File: src/rtl/memory_stage.sv
// MEM pipeline stage: launches loads/stores on the req/ack data-memory port,
// flags misaligned and faulting accesses, and registers results into WB.
// Execute is held (MEM_STALL) from the accept cycle until the access completes.
//
// DMEM handshake: DMEM_REQ rises the cycle after an access is accepted and,
// together with DMEM_WE/ADDR/WDATA/WSTRB, stays constant until the cycle in
// which DMEM_ERR or DMEM_ACK is seen (ERR wins) or the wait counter expires.
// REQ drops at the following edge. ACK/ERR outside of WAIT are ignored.
module memory_stage #(
  parameter int TIMEOUT = 16
) (
  input  logic        CLK,
  input  logic        RESET,
  input  logic        MEM_V,
  input  logic [31:0] MEM_IR,
  input  logic [63:0] MEM_ALU_RESULT,
  input  logic [63:0] MEM_SR2,
  input  logic [63:0] MEM_NPC,
  input  logic [63:0] MEM_CSRFD,
  input  logic [63:0] MEM_RFD,
  input  logic [4:0]  MEM_DRID,
  input  logic        MEM_PC_MUX,
  input  logic        MEM_ECALL,
  input  logic        MEM_F_IAM,
  input  logic        MEM_F_IAF,
  input  logic        MEM_F_II,
  input  logic        MEM_FLUSH,
  output logic        MEM_STALL,
  output logic        DMEM_REQ,
  output logic        DMEM_WE,
  output logic [63:0] DMEM_ADDR,
  output logic [63:0] DMEM_WDATA,
  output logic [7:0]  DMEM_WSTRB,
  input  logic        DMEM_ACK,
  input  logic        DMEM_ERR,
  input  logic [63:0] DMEM_RDATA,
  output logic        WB_V,
  output logic [31:0] WB_IR,
  output logic [63:0] WB_NPC,
  output logic [63:0] WB_ALU_RESULT,
  output logic [63:0] WB_CSRFD,
  output logic [63:0] WB_RFD,
  output logic [4:0]  WB_DRID,
  output logic        WB_PC_MUX,
  output logic        WB_ECALL,
  output logic [63:0] WB_MEM_RESULT,
  output logic        WB_F_IAM,
  output logic        WB_F_IAF,
  output logic        WB_F_II,
  output logic        WB_LAM,
  output logic        WB_LAF,
  output logic        WB_SAM,
  output logic        WB_SAF,
  output logic        dbg_state
);

  localparam logic IDLE = 1'b0;
  localparam logic WAIT = 1'b1;
  localparam int   CNT_W = $clog2(TIMEOUT);

  logic             state;
  logic [CNT_W-1:0] cnt;
  logic             flush_pend;

  // Access attributes captured at accept, used when the access completes.
  logic             op_load;
  logic [1:0]       op_size;
  logic             op_unsigned;
  logic [2:0]       op_lo;

  logic       is_load, is_store, suppress, misaligned, launch;
  logic [1:0] size;
  logic [2:0] lo;
  logic [7:0] size_mask;
  logic       timeout_hit, done, fault, capture;
  logic [63:0] lane, ld_data;

  assign is_load  = (MEM_IR[6:0] == 7'b0000011);
  assign is_store = (MEM_IR[6:0] == 7'b0100011);
  assign size     = MEM_IR[13:12];
  assign lo       = MEM_ALU_RESULT[2:0];
  assign suppress = MEM_ECALL | MEM_F_IAM | MEM_F_IAF | MEM_F_II;
  assign launch   = MEM_V & ~MEM_FLUSH & (is_load | is_store) & ~misaligned & ~suppress;

  // Natural-alignment test and byte-enable pattern for the access size.
  always_comb begin
    misaligned = 1'b0;
    size_mask  = 8'h01;
    case (size)
      2'd1:    begin misaligned = lo[0];      size_mask = 8'h03; end
      2'd2:    begin misaligned = |lo[1:0];   size_mask = 8'h0F; end
      2'd3:    begin misaligned = |lo;        size_mask = 8'hFF; end
      default: begin misaligned = 1'b0;       size_mask = 8'h01; end
    endcase
  end

  assign timeout_hit = (cnt == CNT_W'(TIMEOUT - 1));
  assign done        = DMEM_ERR | DMEM_ACK | timeout_hit;
  // Meaningful only when done: an error, or expiry without an ACK.
  assign fault       = DMEM_ERR | ~DMEM_ACK;
  assign capture     = (state == IDLE) ? ~launch : done;

  assign MEM_STALL = (state == IDLE) ? launch : ~done;
  assign dbg_state = state;

  // Bring the addressed byte to lane 0, then truncate and extend to size.
  assign lane = DMEM_RDATA >> {op_lo, 3'b000};
  always_comb begin
    ld_data = lane;
    case (op_size)
      2'd0:    ld_data = op_unsigned ? {56'd0, lane[7:0]}  : {{56{lane[7]}},  lane[7:0]};
      2'd1:    ld_data = op_unsigned ? {48'd0, lane[15:0]} : {{48{lane[15]}}, lane[15:0]};
      2'd2:    ld_data = op_unsigned ? {32'd0, lane[31:0]} : {{32{lane[31]}}, lane[31:0]};
      default: ld_data = lane;
    endcase
  end

  // Access FSM: launches the DMEM request and holds it until completion.
  always_ff @(posedge CLK or negedge RESET) begin
    if (!RESET) begin
      state       <= IDLE;
      cnt         <= '0;
      flush_pend  <= 1'b0;
      op_load     <= 1'b0;
      op_size     <= 2'd0;
      op_unsigned <= 1'b0;
      op_lo       <= 3'd0;
      DMEM_REQ    <= 1'b0;
      DMEM_WE     <= 1'b0;
      DMEM_ADDR   <= 64'd0;
      DMEM_WDATA  <= 64'd0;
      DMEM_WSTRB  <= 8'd0;
    end else begin
      case (state)
        IDLE: begin
          if (launch) begin
            state       <= WAIT;
            cnt         <= '0;
            flush_pend  <= 1'b0;
            op_load     <= is_load;
            op_size     <= size;
            op_unsigned <= MEM_IR[14];
            op_lo       <= lo;
            DMEM_REQ    <= 1'b1;
            DMEM_WE     <= is_store;
            DMEM_ADDR   <= {MEM_ALU_RESULT[63:3], 3'b000};
            DMEM_WDATA  <= is_store ? (MEM_SR2 << {lo, 3'b000}) : 64'd0;
            DMEM_WSTRB  <= is_store ? (size_mask << lo) : 8'd0;
          end
        end
        default: begin
          if (done) begin
            state      <= IDLE;
            cnt        <= '0;
            flush_pend <= 1'b0;
            DMEM_REQ   <= 1'b0;
            DMEM_WE    <= 1'b0;
            DMEM_ADDR  <= 64'd0;
            DMEM_WDATA <= 64'd0;
            DMEM_WSTRB <= 8'd0;
          end else begin
            cnt <= cnt + CNT_W'(1);
            // A flush cannot cancel the access; remember it to squash the result.
            if (MEM_FLUSH) flush_pend <= 1'b1;
          end
        end
      endcase
    end
  end

  // Writeback register: captures on the 1-cycle path or on access completion.
  always_ff @(posedge CLK or negedge RESET) begin
    if (!RESET) begin
      WB_V          <= 1'b0;
      WB_IR         <= 32'd0;
      WB_NPC        <= 64'd0;
      WB_ALU_RESULT <= 64'd0;
      WB_CSRFD      <= 64'd0;
      WB_RFD        <= 64'd0;
      WB_DRID       <= 5'd0;
      WB_PC_MUX     <= 1'b0;
      WB_ECALL      <= 1'b0;
      WB_MEM_RESULT <= 64'd0;
      WB_F_IAM      <= 1'b0;
      WB_F_IAF      <= 1'b0;
      WB_F_II       <= 1'b0;
      WB_LAM        <= 1'b0;
      WB_LAF        <= 1'b0;
      WB_SAM        <= 1'b0;
      WB_SAF        <= 1'b0;
    end else if (capture) begin
      WB_IR         <= MEM_IR;
      WB_NPC        <= MEM_NPC;
      WB_ALU_RESULT <= MEM_ALU_RESULT;
      WB_CSRFD      <= MEM_CSRFD;
      WB_RFD        <= MEM_RFD;
      WB_DRID       <= MEM_DRID;
      WB_PC_MUX     <= MEM_PC_MUX;
      WB_ECALL      <= MEM_ECALL;
      WB_F_IAM      <= MEM_F_IAM;
      WB_F_IAF      <= MEM_F_IAF;
      WB_F_II       <= MEM_F_II;
      if (state == IDLE) begin
        WB_V          <= MEM_V & ~MEM_FLUSH;
        WB_MEM_RESULT <= 64'd0;
        WB_LAM        <= MEM_V & is_load & misaligned & ~suppress;
        WB_SAM        <= MEM_V & is_store & misaligned & ~suppress;
        WB_LAF        <= 1'b0;
        WB_SAF        <= 1'b0;
      end else begin
        WB_V          <= ~(flush_pend | MEM_FLUSH);
        WB_MEM_RESULT <= (op_load & ~fault) ? ld_data : 64'd0;
        WB_LAM        <= 1'b0;
        WB_SAM        <= 1'b0;
        WB_LAF        <= op_load & fault;
        WB_SAF        <= ~op_load & fault;
      end
    end else begin
      WB_V <= 1'b0;
    end
  end

endmodule

File: config.mk
export PLATFORM = sky130hd
export DESIGN_NAME = memory_stage
export DESIGN_NICKNAME = d
export VERILOG_FILES = /design/src/rtl/memory_stage.sv
export SDC_FILE = /design/constraint.sdc
export NUM_CORES = 1
export LEC_CHECK = 0
export CORE_AREA = 2 2 361 363
export DETAILED_ROUTE_END_ITERATION = 8
export DIE_AREA = 0 0 363 365
export GPL_TIMING_DRIVEN = 0
export PLACE_DENSITY_LB_ADDON = 0.25
export SLEW_MARGIN = 15
export SYNTH_ARGS = -nofsm -noshare
export SYNTH_HDL_FRONTEND = slang
export SYNTH_SLANG_ARGS = --single-unit
File: constraint.sdc
create_clock -name CLK -period 2.5 [get_ports CLK]
set_input_delay 0.5 -clock CLK [delete_from_list [all_inputs] [get_ports CLK]]
set_output_delay 0.5 -clock CLK [all_outputs]
set_load 0.01 [all_outputs]
# Yosys cells after proc, flatten, opt, wreduce, memory -nomap -nowiden
# Index checks and enable logic that the tools add are counted.
# op_classes
bitwise_logic,31
n_shift,3
muxes,41
reduce_logical,7
n_eq_ne,10
addsub,1
# op_table
cell,count
$mux W64,11
$pmux W64 S3,1
$shl A64 B6 Y64,1
$shr A64 B6 Y64,1
$mux W8,4
$pmux W8 S3,1
$mux W1,20
$and A1 B1 Y1,13
$mux W4,3
$not A1 Y1,10
$or A1 B1 Y1,8
$shl A8 B3 Y8,1
$eq A7 B2 Y1 const B,1
$eq A7 B6 Y1 const B,1
$eq A2 B2 Y1 const B,3
$reduce_and A2 Y1,3
$add A4 B1 Y4 const B,1
$eq A2 B1 Y1 const B,2
$eq A4 B4 Y1 const B,1
$ne A3 B2 Y1 const B,1
$pmux W1 S3,1
$reduce_or A3 Y1,1
$logic_not A2 Y1,1
$ne A2 B1 Y1 const B,1
2 further kinds,2
# word_totals
register_bits,518
inputBits,432

# Logic depth before layout (Yosys ltp)
# depth
word_depth,8
depth_mapped,9

# Least setup slack after synthesis
# OpenSTA, ideal clock, no wires.
# synth_path
path_type,input port to output port
start,in MEM_IR[3]
end,out MEM_STALL
cell_stages,5
path_buffers,2
t_required_ns,2.000
arrival_time_ns,1.842
setup_slack_ns,0.158
cell_sequence,nor4bb_1 -> o211ai_1 -> o21ai_1 -> clkbuf_1 -> clkbuf_1
# synth_via
elab_chain_cells,6
# synth_lines
item,line,text
"start, declared",15,"input logic [31:0] MEM_IR,"
$eq A7 B2 Y1 / $eq A7 B6 Y1 (equally long branches),"78, 79",
$or A1 B1 Y1 *,83,assign launch = MEM_V & ~MEM_FLUSH & (is_load | is_store) & ~misaligned & ~suppress;
$and A1 B1 Y1 * (3 in a row),83,
$mux W1 *,103,assign MEM_STALL = (state == IDLE) ? launch : ~done;
"end, declared",28,"output logic MEM_STALL,"
# Mark *: on every way between the ends. The rest lies on a longest branch, timed or not.

# Final worst setup path
# Same ends and word-level chain as after synthesis.

==> impl_metrics.json <==
{
  "routedWlPerCell_um": 26.9,
  "cts_buffers": 71,
  "yosys.area_share.xor_xnor_pct": 0,
  "yosys.area_share.adder_pct": 0.0554,
  "drv_cap": 0,
  "worstPathArrival_ps": 2070,
  "holdPathStages": 2,
  "synth_compound_area_share_pct": 13.8,
  "grt_use_total_pct": 17.8,
  "violations": "negative setup slack",
  "hold_violations": 0,
  "die_area_um2": 132000,
  "reg2regPathDepth": 7,
  "pre_cts_ws_ps": -3440,
  "hpwl_um": 95000,
  "synth_edf_count": 0,
  "min_period_ps": 2570,
  "start_kind": "input pin",
  "power.density_nw_per_um2": 597,
  "rows": 132,
  "grt_overflow": 0,
  "num_vias": 19500,
  "htree_levels": 3,
  "grt_max_degree": 95,
  "final_cell_area_um2": 37200,
  "finalCritPeriodShare_pct": 103,
  "reg2reg_from": "op_lo[0]",
  "ios": 939,
  "min-delay-start": "MEM_IR[1]",
  "synth_cells": 1728,
  "syn_area_um2": 22600,
  "fin_util_pct": 28.9,
  "required_ps": 2000,
  "die_w_um": 363,
  "initial_core_util_pct": 17.6,
  "yosysWarnings": 0,
  "die_h_um": 365,
  "drive_gt1_share_pct": 22.4,
  "fin_ws_ps": -70.7,
  "final_cells": 4502,
  "final-setup-viol-count": 1,
  "placed_cells": 4346,
  "path_clk_slew_ps": 60,
  "synth_top_family_by_area": "multiplexers",
  "initialDrtViolationCount": 1120,
  "finalPower_mw": 22.2,
  "clockBufferDepth": 3,
  "drc_errors": 0,
  "final_common_cell": "clkdlybuf4s50_1",
  "fmax_mhz": 389,
  "muxShareOfSynthArea_pct": 21.7,
  "async_flop_share_pct": 100,
  "place_congestion": 0.941,
  "fin_tns_setup_ps": -70.7,
  "ys_ff_latch": 515,
  "slew_headroom_pct": 28.6,
  "crit_fanout": 11,
  "viasPerCell": 4.34,
  "synth_cell_types": 62,
  "worstHoldEndpoint": "WB_IR[1]",
  "grt_setup_unrepaired": "true",
  "worst_pin_slew_ps": 1070,
  "placed_area_um2": 34200,
  "synth_ff_type": "dfrtp_1",
  "layout_common_cells": "clkdlybuf4s50_1, dfrtp_1, mux2_2, a22o_1, nand2_1",
  "antenna_found_initial": 32,
  "timing.rr.end": "WB_MEM_RESULT[28]",
  "fin_skew_ps": 23.8,
  "ys_seq_area_share_pct": 57.1,
  "p_leak_nw": 14.9,
  "port_buffers": 934,
  "cts_tree": "done",
  "final_max_slew_viol_count": 0,
  "ant_nets": 0,
  "status": "finished, violations left",
  "cts_root_buf": "clkbuf_16",
  "hold_ws_ps": 118,
  "nets": 3197,
  "peakVddDrop_v": 0.000479,
  "cts.sinks": 515,
  "core_um2": 129000,
  "grt_pass1_wl_um": 167000,
  "first_pass_iters": 6,
  "first_global_vias": 20500,
  "routed_wirelength_um": 121000,
  "r2r_setup_slack_ps": 60,
  "area_delta_synth_final_pct": 64.6,
  "end_kind": "output port",
  "critical_path_class": "input pin to output port",
  "min_path_type": "input pin to register",
  "syn_avg_cell_area_um2": 13.1,
  "yosys.area_share.simple_pct": 4.39,
  "clk_latency_ps": 660
}
-- repair_timing --
| action | 4_1_cts | 5_1_grt |
|---|---|---|
| pin swaps | 9 | 4 |
| hold buffers | 1 | 0 |
| endpoints found under the hold margin | 58 | 0 |
| gates resized for setup | 85 | 44 |
| gates cloned | 0 | 1 |
| buffers inserted | 20 | 1 |
| endpoints found under the setup margin | 518 | 272 |
-- cells by family (layout without fill, tap and decap cells) --
group	count (synthesis)	after routing
fa+ha+maj	1	1
mux	421	421
simple gates	212	212
buf+inv	149	1237
compound gates	429	429
flops	515	515
other cells	1	12
-- sequential cells by signal, indices dropped and copies added, names as in the netlist, 3 cells and up --
register,cells
WB_NPC,64
DMEM_WSTRB,8
WB_MEM_RESULT,64
WB_IR,32
WB_ALU_RESULT,64
DMEM_WDATA,64
DMEM_ADDR,61
cnt,4
WB_DRID,5
WB_RFD,64
op_lo,3
WB_CSRFD,64
-- critical path: stages --
cell	delay, ps
dlygate4sd2_1	270
nor4bb_4	260
buf_4	180
o211ai_1	90
buf_4	180
o21ai_4	160
clkbuf_8	160
clkbuf_16	160
buf_6	110
-- cell type report --
| type | count | area [µm²] |
|---|---|---|
| Fill cell | 13300 | 91500 |
| Sequential cell | 515 | 12900 |
| Timing Repair Buffer | 964 | 9720 |
| Multi-Input combinational cell | 1066 | 9230 |
| Tap cell | 1675 | 2100 |
| Clock buffer | 96 | 2000 |
| Buffer | 141 | 767 |
| Clock inverter | 31 | 439 |
| Inverter | 5 | 22.5 |
| Antenna cell | 9 | 22.5 |
-- synth_stat cells (4+ instances only) --
| library cell | number | area, µm² |
|---|---|---|
| a211oi_1 | 33 | 248 |
| a21o_1 | 5 | 37.5 |
| a21oi_1 | 60 | 300 |
| a221o_1 | 15 | 150 |
| a22o_1 | 99 | 867 |
| a22oi_1 | 24 | 180 |
| a2bb2oi_1 | 12 | 105 |
| a31oi_1 | 33 | 206 |
| and2_0 | 4 | 25.0 |
| and2_1 | 5 | 31.3 |
| buf_1 | 7 | 26.3 |
| buf_2 | 55 | 275 |
| buf_4 | 5 | 37.5 |
| clkbuf_1 | 75 | 282 |
| dfrtp_1 | 515 | 12900 |
| inv_1 | 4 | 15.0 |
| mux2_2 | 325 | 3660 |
| mux2i_1 | 73 | 731 |
| mux4_2 | 23 | 518 |
| nand2_1 | 85 | 319 |
| nand2b_1 | 4 | 25.0 |
| nand3_1 | 13 | 65.1 |
| nor2_1 | 54 | 203 |
| nor2b_1 | 24 | 150 |
| nor3_1 | 4 | 20.0 |
| o211ai_1 | 4 | 30.0 |
| o21ai_0 | 70 | 350 |
| o22ai_1 | 23 | 144 |
| o2bb2ai_1 | 27 | 236 |
| o2bb2ai_2 | 9 | 135 |
-- how the worst max path moves through the flow --
stage,end,cells past startpoint,slack (ps),from
after floorplan,MEM_STALL,5,160,MEM_IR[3]
after global placement,WB_CSRFD[47],1,-25250,RESET
after detailed placement,MEM_STALL,7,-3440,MEM_IR[0]
after CTS,MEM_STALL,9,-110,MEM_IR[3]
after global routing,MEM_STALL,8,-160,MEM_F_IAM
final,MEM_STALL,9,-70,MEM_IR[3]
-- report_power, final --
part           internal, mW  switching (mW)  total (mW)
Sequential             8.59           0.135        8.73
Clock                  6.33            4.46        10.8
Combinational          1.44            1.22        2.66
Total                  16.4            5.82        22.2
-- metal layers --
metal	vias up	GRT usage, %	wire, µm
met1	9900	21.8	48700
met3	188	5.95	11100
met2	887	29.7	58300
met5	-	0	229
li1	8525	-	-
met4	36	4.87	2950
Note: power is estimated with default switching activity, not from simulation.
